--- src/rtl/modport_fifo_pkg.sv ---
// Shared widths and types for the modport_fifo slice.
// Optional error flags are enabled by defining MODPORT_FIFO_ERR_FLAGS_EN.
package modport_fifo_pkg;
  localparam int unsigned DATA_W = 8;
  localparam int unsigned DEPTH  = 8;
  localparam int unsigned CNT_W  = 4;
  localparam int unsigned PTR_W  = 3;

  typedef logic [DATA_W-1:0] data_t;
  typedef logic [CNT_W-1:0]  cnt_t;
  typedef logic [PTR_W-1:0]  ptr_t;
endpackage

--- src/rtl/modport_fifo_if.sv ---
// Producer/consumer handshake bundle for modport_fifo.
// overflow/underflow exist only when MODPORT_FIFO_ERR_FLAGS_EN is defined.
interface modport_fifo_if;
  import modport_fifo_pkg::*;

  logic  wr_enb;
  data_t data_in;
  logic  rd_enb;
  data_t data_out;
  logic  empty;
  logic  full;
  cnt_t  count;
`ifdef MODPORT_FIFO_ERR_FLAGS_EN
  logic  overflow;
  logic  underflow;
`endif

`ifdef MODPORT_FIFO_ERR_FLAGS_EN
  modport master (
    output wr_enb, data_in, rd_enb,
    input  data_out, empty, full, count, overflow, underflow
  );
  modport slave (
    input  wr_enb, data_in, rd_enb,
    output data_out, empty, full, count, overflow, underflow
  );
`else
  modport master (
    output wr_enb, data_in, rd_enb,
    input  data_out, empty, full, count
  );
  modport slave (
    input  wr_enb, data_in, rd_enb,
    output data_out, empty, full, count
  );
`endif
endinterface

--- src/rtl/modport_fifo_mem.sv ---
// DEPTH x DATA_W register array: one write port, one registered read port.
// Storage is never reset; only the read register clears on reset.
module modport_fifo_mem
  import modport_fifo_pkg::*;
(
  input  logic  clk,
  input  logic  rst_n,
  input  logic  wr_en,
  input  ptr_t  wr_addr,
  input  data_t wr_data,
  input  logic  rd_en,
  input  ptr_t  rd_addr,
  output data_t rd_data
);
  data_t mem_q [DEPTH];
  data_t mem_d [DEPTH];
  data_t rd_data_q, rd_data_d;

  // Read samples the pre-write contents, so a full-FIFO read+write to the
  // same slot returns the oldest word.
  always_comb begin
    mem_d     = mem_q;
    rd_data_d = rd_data_q;
    if (wr_en) mem_d[wr_addr] = wr_data;
    if (rd_en) rd_data_d = mem_q[rd_addr];
  end

  always_ff @(posedge clk) begin
    mem_q <= mem_d;
  end

  always_ff @(posedge clk or negedge rst_n) begin
    if (!rst_n) rd_data_q <= '0;
    else        rd_data_q <= rd_data_d;
  end

  assign rd_data = rd_data_q;
endmodule

--- src/rtl/modport_fifo.sv ---
// Single-clock 8x8 FIFO with registered data, flags and occupancy count.
// Define MODPORT_FIFO_ERR_FLAGS_EN to add one-cycle overflow/underflow pulses.
module modport_fifo
  import modport_fifo_pkg::*;
(
  input logic           clk,
  input logic           reset,
  modport_fifo_if.slave bus
);
  ptr_t  wr_ptr_q, wr_ptr_d;
  ptr_t  rd_ptr_q, rd_ptr_d;
  cnt_t  count_q,  count_d;
  logic  empty_q,  empty_d;
  logic  full_q,   full_d;
  logic  wr_acc,   rd_acc;
  data_t rd_data;

  // A write into a full FIFO is still legal when a read frees a slot.
  always_comb begin
    wr_acc   = bus.wr_enb && (!full_q || bus.rd_enb);
    rd_acc   = bus.rd_enb && !empty_q;
    wr_ptr_d = wr_ptr_q;
    rd_ptr_d = rd_ptr_q;
    count_d  = count_q;
    if (wr_acc) wr_ptr_d = wr_ptr_q + PTR_W'(1);
    if (rd_acc) rd_ptr_d = rd_ptr_q + PTR_W'(1);
    if (wr_acc && !rd_acc)      count_d = count_q + cnt_t'(1);
    else if (rd_acc && !wr_acc) count_d = count_q - cnt_t'(1);
    empty_d = (count_d == '0);
    full_d  = (count_d == cnt_t'(DEPTH));
  end

  always_ff @(posedge clk or negedge reset) begin
    if (!reset) begin
      wr_ptr_q <= '0;
      rd_ptr_q <= '0;
      count_q  <= '0;
      empty_q  <= 1'b1;
      full_q   <= 1'b0;
    end else begin
      wr_ptr_q <= wr_ptr_d;
      rd_ptr_q <= rd_ptr_d;
      count_q  <= count_d;
      empty_q  <= empty_d;
      full_q   <= full_d;
    end
  end

  modport_fifo_mem u_mem (
    .clk     (clk),
    .rst_n   (reset),
    .wr_en   (wr_acc),
    .wr_addr (wr_ptr_q),
    .wr_data (bus.data_in),
    .rd_en   (rd_acc),
    .rd_addr (rd_ptr_q),
    .rd_data (rd_data)
  );

  assign bus.data_out = rd_data;
  assign bus.count    = count_q;
  assign bus.empty    = empty_q;
  assign bus.full     = full_q;

`ifdef MODPORT_FIFO_ERR_FLAGS_EN
  logic overflow_q,  overflow_d;
  logic underflow_q, underflow_d;

  always_comb begin
    overflow_d  = bus.wr_enb && full_q && !bus.rd_enb;
    underflow_d = bus.rd_enb && empty_q;
  end

  always_ff @(posedge clk or negedge reset) begin
    if (!reset) begin
      overflow_q  <= 1'b0;
      underflow_q <= 1'b0;
    end else begin
      overflow_q  <= overflow_d;
      underflow_q <= underflow_d;
    end
  end

  assign bus.overflow  = overflow_q;
  assign bus.underflow = underflow_q;
`endif
endmodule

--- src/flat_wrapper.sv ---
// flat-port wrapper written by rule: the top's interface ports become plain ports
module modport_fifo_flat import modport_fifo_pkg::*;
  (clk, reset, bus_wr_enb, bus_data_in, bus_rd_enb, bus_data_out, bus_empty, bus_full, bus_count);
  modport_fifo_if bus_i ();
  input logic clk;
  input logic reset;
  input wire logic [$bits(bus_i.wr_enb)-1:0] bus_wr_enb;
  input wire logic [$bits(bus_i.data_in)-1:0] bus_data_in;
  input wire logic [$bits(bus_i.rd_enb)-1:0] bus_rd_enb;
  output wire logic [$bits(bus_i.data_out)-1:0] bus_data_out;
  output wire logic [$bits(bus_i.empty)-1:0] bus_empty;
  output wire logic [$bits(bus_i.full)-1:0] bus_full;
  output wire logic [$bits(bus_i.count)-1:0] bus_count;
  assign bus_i.wr_enb = bus_wr_enb;
  assign bus_i.data_in = bus_data_in;
  assign bus_i.rd_enb = bus_rd_enb;
  assign bus_data_out = bus_i.data_out;
  assign bus_empty = bus_i.empty;
  assign bus_full = bus_i.full;
  assign bus_count = bus_i.count;
  modport_fifo u_core (.clk(clk), .reset(reset), .bus(bus_i));
endmodule
--- config.mk ---
export PLATFORM = sky130hd
export DESIGN_NAME = modport_fifo_flat
export DESIGN_NICKNAME = d
export VERILOG_FILES = /design/src/rtl/modport_fifo_pkg.sv /design/src/rtl/modport_fifo_if.sv /design/src/rtl/modport_fifo_mem.sv /design/src/rtl/modport_fifo.sv /design/src/flat_wrapper.sv
export SDC_FILE = /design/constraint.sdc
export NUM_CORES = 1
export LEC_CHECK = 0
export CORE_ASPECT_RATIO = 0.5
export CORE_MARGIN = 1
export CORE_UTILIZATION = 45
export DETAILED_ROUTE_END_ITERATION = 16
export SLEW_MARGIN = 20
export SYNTH_ARGS = -nofsm -noshare
export SYNTH_HDL_FRONTEND = slang
export SYNTH_SLANG_ARGS = --single-unit
--- constraint.sdc ---
create_clock -name clk -period 2.7 [get_ports clk]
set_clock_uncertainty 0.2 [all_clocks]
set_input_delay 0.27 -clock clk [delete_from_list [all_inputs] [get_ports clk]]
set_output_delay 0.27 -clock clk [all_outputs]
set_load 0.05 [all_outputs]
==> results of run 1 <==
state kept, by name (all words and copies together) (netlist names):
| register | cells |
|---|---|
| u_core.u_mem.rd_data | 8 |
| u_core.u_mem.mem_q | 64 |
| u_core.bus.empty | 1 |
| u_core.bus.full | 1 |
| u_core.bus.count | 4 |
| u_core.rd_ptr_q | 3 |
| u_core.wr_ptr_q | 3 |
where the power goes:
part	internal, mW	switching (mW)
Combinational	0.748	0.927
Clock	0.701	0.460
Sequential	1.68	0.221
through the flow:
step           hold WS (ps)  utilization  instances
2_1_floorplan          -226            -        197
3_3_place_gp            260        0.526        324
3_5_place_dp            270        0.526        324
4_1_cts                82.8        0.564        338
5_1_grt                 120        0.564        338
6_report               76.5        0.564        338
routing by layer:
layer  vias to the layer above  wire, um  GRT usage
li1                        848         -          -
met5                         -         0          0
met2                        43      2790      0.270
met1                       901      3110      0.248
met4                         0        67     0.0723
met3                         7       236     0.0536
cell families after synthesis:
family / count (synthesis) / synth area share
AND/OR/NAND/NOR: 48 / 0.0804
multiplexers: 29 / 0.143
XOR/XNOR: 4 / 0.0101
adder cells (fa/ha/maj): 4 / 0.0144
flip-flops: 84 / 0.699
buffers and inverters: 12 / 0.0202
AO/OA/AOI/OAI: 16 / 0.0335
placed cells by master (no fill, tap or decap), drive strengths merged, types with 2 or more instances in the layout:
master         count
ha                 4
mux2               4
o21ai             11
nand3              2
clkbuf             9
xnor2              3
inv                3
clkdlybuf4s50     25
dfrtp             19
mux4              16
and4bb             2
nor2              10
buf               15
clkinv             3
nor3               2
nand2             16
nor4b              2
edfxtp            64
nand2b             5
mux2i              9
how the worst min path moves through the flow:
stage / endpoint / slack [ps] / cells past startpoint
after floorplan: u_core.bus.count[0] / -230 / 0
after global placement: u_core.u_mem.rd_data[6] / 260 / 2
after detailed placement: u_core.u_mem.rd_data[6] / 270 / 2
after CTS: u_core.bus.count[2] / 80 / 2
after global routing: u_core.u_mem.rd_data[6] / 120 / 2
final: u_core.bus.count[2] / 80 / 2
cell type report:
cell class	count	area (sq um)	share of cell area
inverters	3	11.3	0.00270
multi-input cells	101	976	0.234
clock buffers	9	225	0.0540
clock inverters	5	55.1	0.0132
repair buffers	40	363	0.0869
well taps	96	120	0.0288
flip-flops and latches	84	2420	0.581
==> flow_summary.yaml, run 1 <==
clocking:
  cts_buffer_depth: 2
  cts_tree: "built"
  cts-root-buf: "clkbuf_16"
  ctsResizeCount: 0
  post_cts_buffers: 0
  clk_pin_slew_ps: 60
  cts_buffers: 9
  ctsHoldBuffers: 0
  htree_levels: 3
  clk_latency_ps: 330
  clock-sinks: 84
synthesis:
  synthFlopType: "edfxtp_1"
  synth_commonest_cells: "edfxtp_1 (64), dfrtp_1 (19), mux4_2 (16), nand2_1 (16), o21ai_0 (11)"
  synth_edf_count: 64
  synth_top_area_share: 0.554
  synthesis.instances: 197
  synth_seq_cells: 84
  yosysTopAreaCell: "edfxtp_1"
  yosys-top-cells-area: "edfxtp_1 (55%), dfrtp_1 (14%), mux4_2 (10%)"
  post_synth.cell_area_avg_sq_um: 17.6
  ys_async_sr_fraction: 0.238
  synth_seq_area_share: 0.699
  yosys_warnings: 0
  post_synth_num_cell_types: 37
  syn_area_sq_um: 3470
  synth_nets: 213
  synth.most_common_cell: "edfxtp_1"
cells_and_area:
  nets: 255
  fin_area_sq_um: 4170
  fillCellCount: 571
  syn_to_final_growth_pct: 20.3
  n_antenna_cell: 0
  drive_gt1_frac: 0.236
pwr:
  power_density_nw_per_um2: 1140
  total_power_mw: 4.74
  peakVddDrop_v: 0.000438
  power_leakage_nw: 1.50
placed_design:
  hpwl_mm: 4.08
  placedInstanceArea_sq_um: 3890
  place_ws_ps: 374
  io_buffers: 25
  gp_congestion: 0.853
floorplan:
  num_rows: 22
  start_util: 0.469
  die_w_um: 126
  io_pins: 26
  die_area_sq_um: 8090
  die_y_um: 64.1
  coreArea_sq_um: 7400
setup_path:
  cp.depth: 1
  path_max_fanout: 6
  crit_slowest_cell: "clkdlybuf4s50_1"
  worstSetupEndpointType: "output port"
  crit_chain: "clkdlybuf4s50_1"
  critPathMaxStageDelay_ps: 810
  cp.arrival_ps: 1730
  critPathBufInv: 1
  reg2reg_depth: 5
  r2r_start: "u_core.bus.count[0]"
  crit_family: "buffers and inverters"
  required_ps: 2230
  endpoint: "bus_empty"
  r2r_slack_ps: 620
  crit_start: "u_core.bus.empty"
  start_kind: "register"
  worstSetupPathType: "reg -> out"
  reg2reg_to: "u_core.bus.full"
timing:
  tightest_slew_ps: 839
  hold_viol_final: 0
  min_period_ps: 2200
  setup-tns-final_ps: 0
  clock.fmax_ghz: 0.455
  maxSlewHeadroom: 0.440
  timing.final.crit_share: 0.814
  finalSetupViolCount: 0
  drv_slew: 0
  fin_ws_ps: 502
  rsz0062_at_grt: "no"
detailed_routing:
  drt_wl_total_mm: 6.21
  vias_per_cell: 5.32
  routedWlPerCell_um: 18.4
  drt_iter0_markers: 160
  vias: 1799
  antenna_left: 0
  drc: 0
  first_pass_iters: 4
grt:
  grt_max_degree: 21
  grt_overflow: 0
  grtUsageTotal: 0.180
  grt_pass1_wl_mm: 10.1
  antenna_found_initial: 0
  grt_pass1_vias: 1885
worst_hold_path:
  hp-class: "in -> async"
job:
  maxCapViolations: 0
status:
  status: "finished clean"
Note: power is estimated with default switching activity, not from simulation.
==> run 2, diff against run 1 <==
==> constraint.sdc (replaced) <==
create_clock -name clk -period 2.3 [get_ports clk]
set_clock_uncertainty 0.2 [all_clocks]
set_input_delay 0.23 -clock clk [delete_from_list [all_inputs] [get_ports clk]]
set_output_delay 0.23 -clock clk [all_outputs]
set_load 0.05 [all_outputs]
==> run 2 against run 1 <==
Compared with the run above: worst setup slack got worse by 360 ps; power is 21% higher; sequential cell count stayed put; count of clock-buffer cells in the layout up 1; cell area up 1.1%; cell count rose by 0.59%; routed wire length rose by 2.6%; utilization increased by 0.61 points; sequential share of layout area decreased by 0.62 points; global-route usage hardly changed; clock power up 27%; critical path depth did not move; critical path type unchanged; largest cell class unchanged.
==> flow_summary.yaml, run 2 (synthesis gave the netlist of run 1 again) <==
detailed_routing:
  first_pass_iters: 4
  routedWlPerCell_um: 18.7
  drt_iter0_markers: 162
  drc: 0
  drt_wl_total_mm: 6.37
  vias_per_cell: 5.34
  antenna_left: 0
  vias: 1815
floorplan:
  coreArea_sq_um: 7400
  num_rows: 22
  start_util: 0.469
  die_area_sq_um: 8090
  io_pins: 26
  die_y_um: 64.1
  die_w_um: 126
clocking:
  ctsResizeCount: 0
  ctsHoldBuffers: 0
  clk_pin_slew_ps: 60
  clock-sinks: 84
  cts_tree: "built"
  cts_buffers: 9
  cts_buffer_depth: 2
  clk_latency_ps: 330
  htree_levels: 3
  cts-root-buf: "clkbuf_16"
  post_cts_buffers: 0
timing:
  finalSetupViolCount: 0
  hold_viol_final: 0
  setup-tns-final_ps: 0
  tightest_slew_ps: 808
  maxSlewHeadroom: 0.461
  min_period_ps: 2160
  rsz0062_at_grt: "no"
  drv_slew: 0
  clock.fmax_ghz: 0.462
  holdWs_ps: 49.7
  timing.final.crit_share: 0.940
placed_design:
  hpwl_mm: 4.28
  dp_cells: 324
  gp_congestion: 0.792
  placedInstanceArea_sq_um: 3910
  io_buffers: 25
setup_path:
  critPathBufInv: 1
  crit_slowest_cell: "clkdlybuf4s50_1"
  cp.arrival_ps: 1730
  required_ps: 1870
  worstSetupPathType: "reg -> out"
  start_kind: "register"
  crit_start: "u_core.bus.empty"
  crit_chain: "clkdlybuf4s50_1"
  critPathMaxStageDelay_ps: 820
  r2r_start: "u_core.bus.count[0]"
  worstSetupEndpointType: "output port"
  path_max_fanout: 6
  crit_family: "buffers and inverters"
pwr:
  power_leakage_nw: 1.51
  power_density_nw_per_um2: 1360
  peakVddDrop_v: 0.000504
  total_power_mw: 5.72
worst_hold_path:
  hp-class: "in -> async"
cells_and_area:
  largest_register_ffs: 64
  finalNonFillerCells: 340
  n_antenna_cell: 0
  nets: 255
  largest-register: "u_core.u_mem.mem_q"
  drive_gt1_frac: 0.234
  syn_to_final_growth_pct: 21.6
  final_common_cell: "edfxtp_1"
  final_cell_mix: "edfxtp_1 (64), clkdlybuf4s50_1 (25), dfrtp_1 (19), nand2_1 (16), mux4_2 (16)"
  fin_area_sq_um: 4220
grt:
  grt_max_degree: 21
  antenna_found_initial: 0
  grt_overflow: 0
  grtUsageTotal: 0.180
  grt_pass1_wl_mm: 10.2
  grt_pass1_vias: 1843
job:
  maxCapViolations: 0
status:
  status: "finished clean"
==> run 2: final timing paths <==
path | end | cells after the start | slack, ps
min reg2reg | u_core.u_mem.rd_data[2] | 2 | 280
min | u_core.u_mem.rd_data[4] | 2 | 50
min in group clk | u_core.u_mem.rd_data[2] | 2 | 280
max in group asynchronous | u_core.bus.empty | 2 | 1580
max | bus_empty | 1 | 140
max reg2reg | u_core.bus.full | 5 | 260
==> run 2: final cells by class <==
cell class	instances	area, sq um
well taps	96	120
multi-input cells	101	981
flip-flops and latches	84	2420
inverters	3	11.3
fillers	584	3190
clock buffers	10	229
clock inverters	6	78.8
repair buffers	40	375
==> run 2: through the flow <==
stage / worst slack [ps] / util
floorplan: 121 / -
global placement: 135 / 0.528
detailed placement: 74.3 / 0.528
CTS: 127 / 0.570
global route: 95.8 / 0.570
finish: 137 / 0.570
==> run 2: report_power, final <==
| group | leakage (nW) | internal [mW] | total [mW] | switching, mW |
|---|---|---|---|---|
| sequential | 0.819 | 1.97 | 2.27 | 0.295 |
| clock | 0.145 | 0.939 | 1.47 | 0.530 |
| combinational | 0.549 | 0.901 | 1.98 | 1.08 |
| total | 1.51 | 3.81 | 5.72 | 1.90 |
==> run 2: layer usage <==
layer	GRT usage	share of wire	vias up
li1	-	-	847
met1	0.245	0.48	915
met2	0.272	0.46	43
met3	0.0578	0.041	10
met4	0.0678	0.014	0
met5	0	0	-
==> run 2: worst reg2reg max path, delay by kind of cell, from the launching register on <==
| family | cells | cell delay (ps) |
|---|---|---|
| multiplexers | 1 | 280 |
| flip-flops | 1 | 490 |
| adder cells (fa/ha/maj) | 1 | 340 |
| AO/OA/AOI/OAI | 1 | 270 |
| buffers and inverters | 1 | 80 |
| AND/OR/NAND/NOR | 1 | 280 |
